**src/rtl/mont_encode.sv**
```systemverilog
// mont_encode: streaming normal->Montgomery converter, out = a*2^16 mod q; define MONT_ENCODE_CANON_EN for canonical [0,q-1] output (LAT=4)
module mont_encode #(
  parameter int KYBER_Q = 3329,
  parameter int QINV    = -3327,
  parameter int MONT_F  = 1353,
  parameter int N       = 256,
  parameter int WIDTH   = 16
) (
  input  logic                    clk,
  input  logic                    rst_n,
  input  logic                    in_valid,
  output logic                    in_ready,
  input  logic signed [WIDTH-1:0] in_data,
  output logic                    out_valid,
  input  logic                    out_ready,
  output logic signed [WIDTH-1:0] out_data,
  output logic [$clog2(N)-1:0]    out_idx,
  output logic                    out_last
);
  localparam int IW = $clog2(N);
  localparam int PW = 2 * WIDTH;
  localparam logic signed [PW-1:0] F  = PW'(MONT_F);
  localparam logic signed [PW-1:0] QI = PW'(QINV);
  localparam logic signed [PW-1:0] Q  = PW'(KYBER_Q);

  logic                    adv;
  logic [IW-1:0]           cnt, idx1, idx2, oi;
  logic                    v1, v2, ov;
  logic signed [PW-1:0]    p0, p1, p2;
  logic signed [WIDTH-1:0] t2, r, od;

  // the whole pipeline moves together whenever the output slot is free or being drained
  assign adv      = out_ready | ~out_valid;
  assign in_ready = adv;
  assign p0       = PW'(in_data) * F;
  // p - t*q has its low half cleared by construction, so the high half is the reduced value
  assign r        = WIDTH'((p2 - PW'(t2) * Q) >>> WIDTH);

  // input index counter, advanced on every accepted coefficient
  always_ff @(posedge clk or negedge rst_n)
    if (!rst_n) cnt <= '0;
    else if (in_valid & adv) cnt <= (cnt == IW'(N - 1)) ? '0 : cnt + 1'b1;

  // S1 forms a*F, S2 forms the Montgomery quotient t; valid and index ride along
  always_ff @(posedge clk or negedge rst_n)
    if (!rst_n) begin
      v1   <= 1'b0;
      p1   <= '0;
      idx1 <= '0;
      v2   <= 1'b0;
      p2   <= '0;
      t2   <= '0;
      idx2 <= '0;
    end else if (adv) begin
      v1   <= in_valid;
      p1   <= p0;
      idx1 <= cnt;
      v2   <= v1;
      p2   <= p1;
      t2   <= WIDTH'(p1 * QI);
      idx2 <= idx1;
    end

`ifdef MONT_ENCODE_CANON_EN
  logic                    v3;
  logic signed [WIDTH-1:0] r3;
  logic [IW-1:0]           idx3;

  // extra stage holding the centred result before it is folded into [0, q-1]
  always_ff @(posedge clk or negedge rst_n)
    if (!rst_n) begin
      v3   <= 1'b0;
      r3   <= '0;
      idx3 <= '0;
    end else if (adv) begin
      v3   <= v2;
      r3   <= r;
      idx3 <= idx2;
    end

  assign ov = v3;
  assign od = (r3 < 0) ? r3 + WIDTH'(KYBER_Q) : r3;
  assign oi = idx3;
`else
  assign ov = v2;
  assign od = r;
  assign oi = idx2;
`endif

  // output register, held while downstream stalls
  always_ff @(posedge clk or negedge rst_n)
    if (!rst_n) begin
      out_valid <= 1'b0;
      out_data  <= '0;
      out_idx   <= '0;
      out_last  <= 1'b0;
    end else if (adv) begin
      out_valid <= ov;
      out_data  <= od;
      out_idx   <= oi;
      out_last  <= (oi == IW'(N - 1));
    end
endmodule
```
**config.mk**
```make
export PLATFORM = sky130hd
export DESIGN_NAME = mont_encode
export DESIGN_NICKNAME = d
export VERILOG_FILES = /design/src/rtl/mont_encode.sv
export SDC_FILE = /design/constraint.sdc
export NUM_CORES = 1
export LEC_CHECK = 0
export CAP_MARGIN = 20
export CORE_UTILIZATION = 55
export CTS_CLUSTER_DIAMETER = 30
export DETAILED_ROUTE_END_ITERATION = 16
export PLACE_DENSITY_LB_ADDON = 0.3
export SLEW_MARGIN = 0
export SYNTH_ARGS = -nofsm -noshare
export SYNTH_HDL_FRONTEND = slang
export SYNTH_SLANG_ARGS = --single-unit
```
**constraint.sdc**
```tcl
create_clock -name clk -period 6.1 [get_ports clk]
set_input_delay 0.61 -clock clk [delete_from_list [all_inputs] [get_ports clk]]
set_output_delay 0.61 -clock clk [all_outputs]
set_load 0.05 [all_outputs]
```
## Yosys cells after proc, flatten, opt, wreduce, memory -nomap -nowiden

Cells that the tools add are included.

| operators by class | value |
|---|---|
| add/subtract/negate cells | 2 |
| multiply operators | 3 |
| equality and inequality tests | 2 |
| multiplexer cells | 1 |
| bitwise operators | 3 |

Operators with widths:

| cell | number |
|---|---|
| $mul 32x13->16 const B | 1 |
| $sub 32x29->32 | 1 |
| $mul 16x13->29 const B | 1 |
| $mul 16x12->28 const B | 1 |
| $eq 8x8->1 const B | 2 |
| $add 8x1->8 const B | 1 |
| $mux 8 | 1 |
| $and 1x1->1 | 1 |
| $not 1->1 | 1 |
| $or 1x1->1 | 1 |

| storage, ports and cells | value |
|---|---|
| bits in registers | 132 |
| word-level logic and storage cells | 23 |

## Longest topological paths before layout

Gate-level depths: netlist of the first run.

| depth | value |
|---|---|
| depth in word-level cells | 3 |
| gate-level depth with buffers | 20 |
| depth with buffers taken out | 20 |

## Worst setup path before layout of the first run

OpenSTA, ideal clock, no wires.

| path | value |
|---|---|
| kind | input to register |
| from | in in_data[8] |
| to | reg p1[26] |
| library setup time | 0.164 ns |
| arrival | 4.896 ns |
| required time | 5.936 ns |
| setup slack | 1.041 ns |
| stages on the path | 16 |
| path buffers | 0 |
| path through | ha_1 ha_1 fa_1 inv_1 fa_1 inv_1 fa_1 ha_1 and3_1 a31o_2 o21ba_2 o31a_1 or4_1 a41oi_2 xnor2_1 a21oi_1 |

| between the ends | value |
|---|---|
| word-level cells in the longest chain between the ends | 1 |

RTL lines:

| item | RTL line | text |
|---|---|---|
| start, declared | 13 | `input logic signed [WIDTH-1:0] in_data,` |
| $mul 16x12->28 | 35 | `assign p0 = PW'(in_data) * F;` |
| end signal, assigned | 56 | `p1 <= p0;` |
| end, declared | 29 | `logic signed [PW-1:0] p0, p1, p2;` |

No other way between the ends.
A chain may end at the register's enable or synchronous reset.

## Final worst setup path of the first run

| path | value |
|---|---|
| from | reg t2[8] |
| to | reg out_data[4] |

| between the ends | value |
|---|---|
| word-level cells in the longest chain between the ends | 2 |

RTL lines:

| item | RTL line | text |
|---|---|---|
| start, declared | 30 | `logic signed [WIDTH-1:0] t2, r, od;` |
| start signal, assigned | 60 | `t2 <= WIDTH'(p1 * QI);` |
| $mul 16x13->29 | 37 | `assign r = WIDTH'((p2 - PW'(t2) * Q) >>> WIDTH);` |
| $sub 32x29->32 | 37 |  |
| end signal, assigned | 94 | `out_data <= '0;` |
| end signal, assigned | 99 | `out_data <= od;` |
| end, declared | 16 | `output logic signed [WIDTH-1:0] out_data,` |

No other way between the ends.

==> results.yml, run 1 <==
placement:
  gp_congestion: 0.857
  dp_slack_ns: 0.287
  hpwlAfterDp_um: 17500
  port_buffers: 46
synth:
  netlist_top_cells_area: "dfrtp_1 25%, ha_1 25%, fa_1 17%, inv_1 9.4%, nand2_1 6.1%"
  syn-mean-instance-area_um2: 9.19
  syn-num-nets: 1633
  yosys.area.top_type_share_pct: 24.7
  yosysSeqAreaShare_pct: 24.7
  ys_async_sr_fraction_pct: 100
  yosys.area.top_type: "dfrtp_1"
  ys_types: 53
  syn_area_mm2: 0.0118
  synthCells: 1281
  synth_edf_count: 0
  ys_seq_elements: 116
  synth_warnings: 0
  synth-main-ff-cell: "dfrtp_1"
drt:
  viasPerCell: 5.10
  firstDrtPassIters: 5
  antenna_left: 0
  wl_per_cell_um: 13.5
  drtIter0Drc: 399
  drc_errors: 0
  wirelength_um: 21900
  vias: 8278
cells_and_area:
  nFillCells: 1703
  nets: 1686
  multi_input_area_mm2: 0.00767
  final_cell_mix: "294 x inv_1, 232 x ha_1, 192 x nand2_1"
  layout-drive-gt1-share_pct: 4.60
  regArea_mm2: 0.00290
  synthToLayoutAreaGrowth_pct: 12.0
  layout.cells.most_common: "inv_1"
  antenna_cells: 0
floorplanning:
  die_y_um: 148
  rows: 53
  fp.dieW_um: 148
  dieArea_mm2: 0.0220
  ios: 47
  initial_core_util_pct: 56.0
  core_mm2: 0.0210
setup_path:
  cp_slowest_cell: "fa_1"
  critPathMaxStageDelay_ns: 0.54
  critPathKind: "reg -> reg"
  worst-path-max-fanout: 5
  required_ns: 6.39
  worstPathArrival_ns: 5.67
  start_kind: "register"
  r2r_cells: 20
  worst_path_most_repeated_cell: "ha_1"
  end_kind: "register"
  path_cells: "ha_1 -> ha_1 -> fa_1 -> inv_1 -> fa_1 -> inv_1 -> ha_1 -> fa_1 -> inv_1 -> ha_1 -> a21oi_1 -> o21ai_0 -> a2111oi_0 -> buf_4 -> nor2_1 -> a21oi_1 -> nor2b_1 -> o311ai_0 -> buf_4 -> nand2_1"
timing:
  fin_crit_sh_pct: 88.1
  finalHoldViolCount: 0
  finalCriticalPeriod_ns: 5.38
  finalSetupViolations: 0
  max_freq_ghz: 0.186
  setup_slack_ns: 0.724
  tightestPinTransition_ns: 0.957
  slew_viol_final: 0
  grt_setup_unrepaired: "false"
  clock_skew_ns: 0.0104
  tns_ns: 0
  relSlewSlack_pct: 36.2
clock_network:
  clock_sinks: 116
  clk_latency_ns: 0.41
  clkTransAtPathRegs_ns: 0.06
  cts_hold_buf: 0
  post_cts_buffers: 0
  cts_tree: "yes"
  htree_levels: 4
  ctsResizeCount: 0
  cts_root_buf: "clkbuf_16"
  clockBufferDepth: 2
  cts_buffers: 17
outcome:
  status: "completed"
global_route:
  track_usage_pct: 21.9
  grt_pass1_wl_um: 38600
  antenna_found_initial: 0
  overflow: 0
  grt_max_degree: 102
  grt_pass1_vias: 8336
job:
  cap_violations: 0
min_path:
  min_path_type: "in -> async"
## state kept, by name, indices dropped and copies added, names as in the netlist
signal	count
out_data	16
v1	1
t2	8
out_idx	8
ov	1
out_valid	1
out_last	1
idx2	8
cnt	8
p2	28
idx1	8
p1	28
## Yosys cell counts (5+ instances only)
master / n
inv_1: 295
ha_1: 232
nand2_1: 192
dfrtp_1: 116
fa_1: 100
o21ai_0: 62
a21oi_1: 48
nor2_1: 37
xnor2_1: 31
clkbuf_1: 19
xor2_1: 16
nand3_1: 14
a21o_1: 13
a211oi_1: 9
o31ai_1: 9
nor3_1: 7
o21a_1: 7
buf_1: 6
or3_1: 6
o21bai_1: 5
or2_2: 5
## per-stage QoR
step	util [%]	hold WS, ns	std cells	cell area (µm²)
after floorplan	-	0.314	1281	11800
after global routing	62.7	0.243	1622	13200
final	62.7	0.195	1622	13200
after detailed placement	59.9	0.444	1590	12600
after global placement	59.9	0.441	1590	12600
after CTS	62.7	0.210	1622	13200
## critical path, delay by kind of cell (launching register included)
kind	cells	cell delay, ns
simple gates	3	0.18
buf+inv	5	0.51
fa+ha+maj	7	2.86
compound gates	5	1.23
flops	1	0.47
## layer usage
layer | GRT usage, % | vias to the layer above | share of wire, %
met3 | 2.91 | 22 | 2.1
met4 | 5.98 | 0 | 1.5
met2 | 37.4 | 103 | 49
li1 | - | 4182 | -
met1 | 29.3 | 3971 | 48
met5 | 0 | - | 0
## kinds of logic after synthesis
| family | count (synthesis) | share of synthesized area (%) |
|---|---|---|
| flip-flops | 116 | 24.7 |
| XOR/XNOR | 47 | 3.50 |
| AO/OA/AOI/OAI | 181 | 9.70 |
| buffers and inverters | 320 | 10.2 |
| multiplexers | 4 | 0.361 |
| adder cells (fa/ha/maj) | 332 | 41.7 |
| AND/OR/NAND/NOR | 281 | 9.91 |
## worst paths after layout
check	from	endpoint	slack, ns
max in group asynchronous	rst_n	p1[24]	4.62
min in group clk	ov	out_valid	0.45
worst min register to register	ov	out_valid	0.45
worst max-delay path	t2[8]	out_data[4]	0.72
worst max register to register	t2[8]	out_data[4]	0.72
worst min-delay path	rst_n	out_data[0]	0.20
## final cells by class
cell class / count / area share (%)
Clock inverter: 14 / 1.17
Inverter: 295 / 8.41
Multi-Input combinational cell: 845 / 58.2
Sequential cell: 116 / 22.0
Timing Repair Buffer: 59 / 4.22
Tap cell: 275 / 2.61
Clock buffer: 18 / 3.33
Power of run 1 is left out: the tool's default activity adds up to more than one toggle a clock period on the data nets, which glitch-free logic cannot reach.
==> inputs of run 2 (changes only) <==
--- a/config.mk
+++ b/config.mk
@@ -9,6 +9,7 @@
 export CORE_UTILIZATION = 55
 export CTS_CLUSTER_DIAMETER = 30
 export DETAILED_ROUTE_END_ITERATION = 16
+export GPL_ROUTABILITY_DRIVEN = 0
 export PLACE_DENSITY_LB_ADDON = 0.3
 export SLEW_MARGIN = 0
 export SYNTH_ARGS = -nofsm -noshare
==> results.yml, run 2 (synthesized netlist as in run 1, its figures left out) <==
outcome:
  status: "completed"
clock_network:
  clkTransAtPathRegs_ns: 0.06
  clockBufferDepth: 2
  ctsResizeCount: 0
  clock_sinks: 116
  cts_tree: "yes"
  cts_root_buf: "clkbuf_16"
  cts_hold_buf: 0
  htree_levels: 4
  cts_buffers: 17
  clk_latency_ns: 0.41
  post_cts_buffers: 0
cells_and_area:
  antenna_cells: 0
  layout-drive-gt1-share_pct: 4.60
  layout.cells.most_common: "inv_1"
  finish.instance_area_mm2: 0.0132
  final_cell_mix: "294 x inv_1, 232 x ha_1, 192 x nand2_1"
  reg_top3: "p1: 28 flops, p2: 28 flops, out_data: 16 flops"
  synthToLayoutAreaGrowth_pct: 11.8
  nets: 1686
setup_path:
  crit_cells: 17
  cp-endpoint: "p1[26]"
  reg2reg_from: "t2[8]"
  critPathTopFamily: "adder cells"
  worst-path-buf-inv: 3
  critPathMaxStageDelay_ns: 0.55
  worst-path-max-fanout: 5
  r2r_cells: 20
  path_cells: "clkdlybuf4s50_1 -> ha_1 -> ha_1 -> fa_1 -> inv_1 -> fa_1 -> fa_1 -> inv_1 -> ha_1 -> and3_1 -> a31o_2 -> o21ba_2 -> o31a_1 -> or4_1 -> a41oi_2 -> xnor2_1 -> a21oi_1"
  start_kind: "primary input"
  r2r_slack_ns: 0.72
  critPathKind: "in -> reg"
  required_ns: 6.36
  end_kind: "register"
  rr_endpoint: "out_data[4]"
  worstPathArrival_ns: 5.73
  cp_slowest_cell: "fa_1"
  cp-startpoint: "in_data[9]"
timing:
  finalHoldViolCount: 0
  clock_skew_ns: 0.0116
  tns_ns: 0
  slew_viol_final: 0
  max_freq_ghz: 0.183
  fin_crit_sh_pct: 89.6
  relSlewSlack_pct: 34.6
  finalSetupViolations: 0
  grt_setup_unrepaired: "false"
  finalCriticalPeriod_ns: 5.46
  hold_ws_ns: 0.201
  tightestPinTransition_ns: 0.981
global_route:
  grt_pass1_wl_um: 39200
  overflow: 0
  grt_pass1_vias: 8496
  antenna_found_initial: 0
  grt_max_degree: 102
  track_usage_pct: 22.2
floorplanning:
  dieArea_mm2: 0.0220
  core_mm2: 0.0210
  ios: 47
  initial_core_util_pct: 56.0
  fp.dieW_um: 148
  rows: 53
  die_y_um: 148
job:
  cap_violations: 0
placement:
  port_buffers: 46
  dpl_cell_area_mm2: 0.0126
  hpwlAfterDp_um: 17800
drt:
  viasPerCell: 5.10
  wl_per_cell_um: 14.0
  wirelength_um: 22700
  vias: 8280
  firstDrtPassIters: 4
  antenna_left: 0
  drc_errors: 0
  drtIter0Drc: 380
min_path:
  min_path_type: "in -> async"
[run 2: metal layers]
metal  GRT usage, %  wire [µm]
met4           6.13        354
met1           29.4      10700
met3           2.85        598
met5              0          0
met2           38.1      11100
[run 2: metrics by stage]
stage | setup WS [ns] | utilization, % | instances
2_1_floorplan | 1.04 | - | 1281
3_3_place_gp | 0.362 | 59.9 | 1590
3_5_place_dp | 0.208 | 59.9 | 1590
4_1_cts | 0.655 | 62.6 | 1622
5_1_grt | 0.354 | 62.6 | 1622
6_report | 0.637 | 62.6 | 1622
[run 2: layout make-up]
cell class	count	area (µm²)
Clock inverter	13	126
Multi-Input combinational cell	845	7670
Timing Repair Buffer	59	556
Tap cell	275	344
Fill cell	1718	7860
Sequential cell	116	2900
Clock buffer	19	453
Inverter	295	1110
[run 2: how the worst min path moves through the flow]
stage | to | slack (ns) | cells after the start
floorplan | cnt[0] | 0.31 | 0
global placement | ov | 0.44 | 2
detailed placement | ov | 0.45 | 2
CTS | out_data[0] | 0.21 | 1
global route | out_data[2] | 0.25 | 1
finish | out_data[0] | 0.20 | 1
[run 2: worst register-to-register path: stages, from the launching register on]
cell and delay [ns]:
dfrtp_1 0.48, ha_1 0.33, ha_1 0.31, fa_1 0.54, inv_1 0.06, fa_1 0.52, inv_1 0.04, ha_1 0.31
fa_1 0.53, inv_1 0.04, ha_1 0.35, a21oi_1 0.14, o21ai_0 0.15, a2111oi_0 0.38, buf_4 0.19, nor2_1 0.06
a21oi_1 0.25, nor2b_1 0.07, o311ai_0 0.30, buf_4 0.18, nand2_1 0.05
Power of run 2 is left out for the same reason.
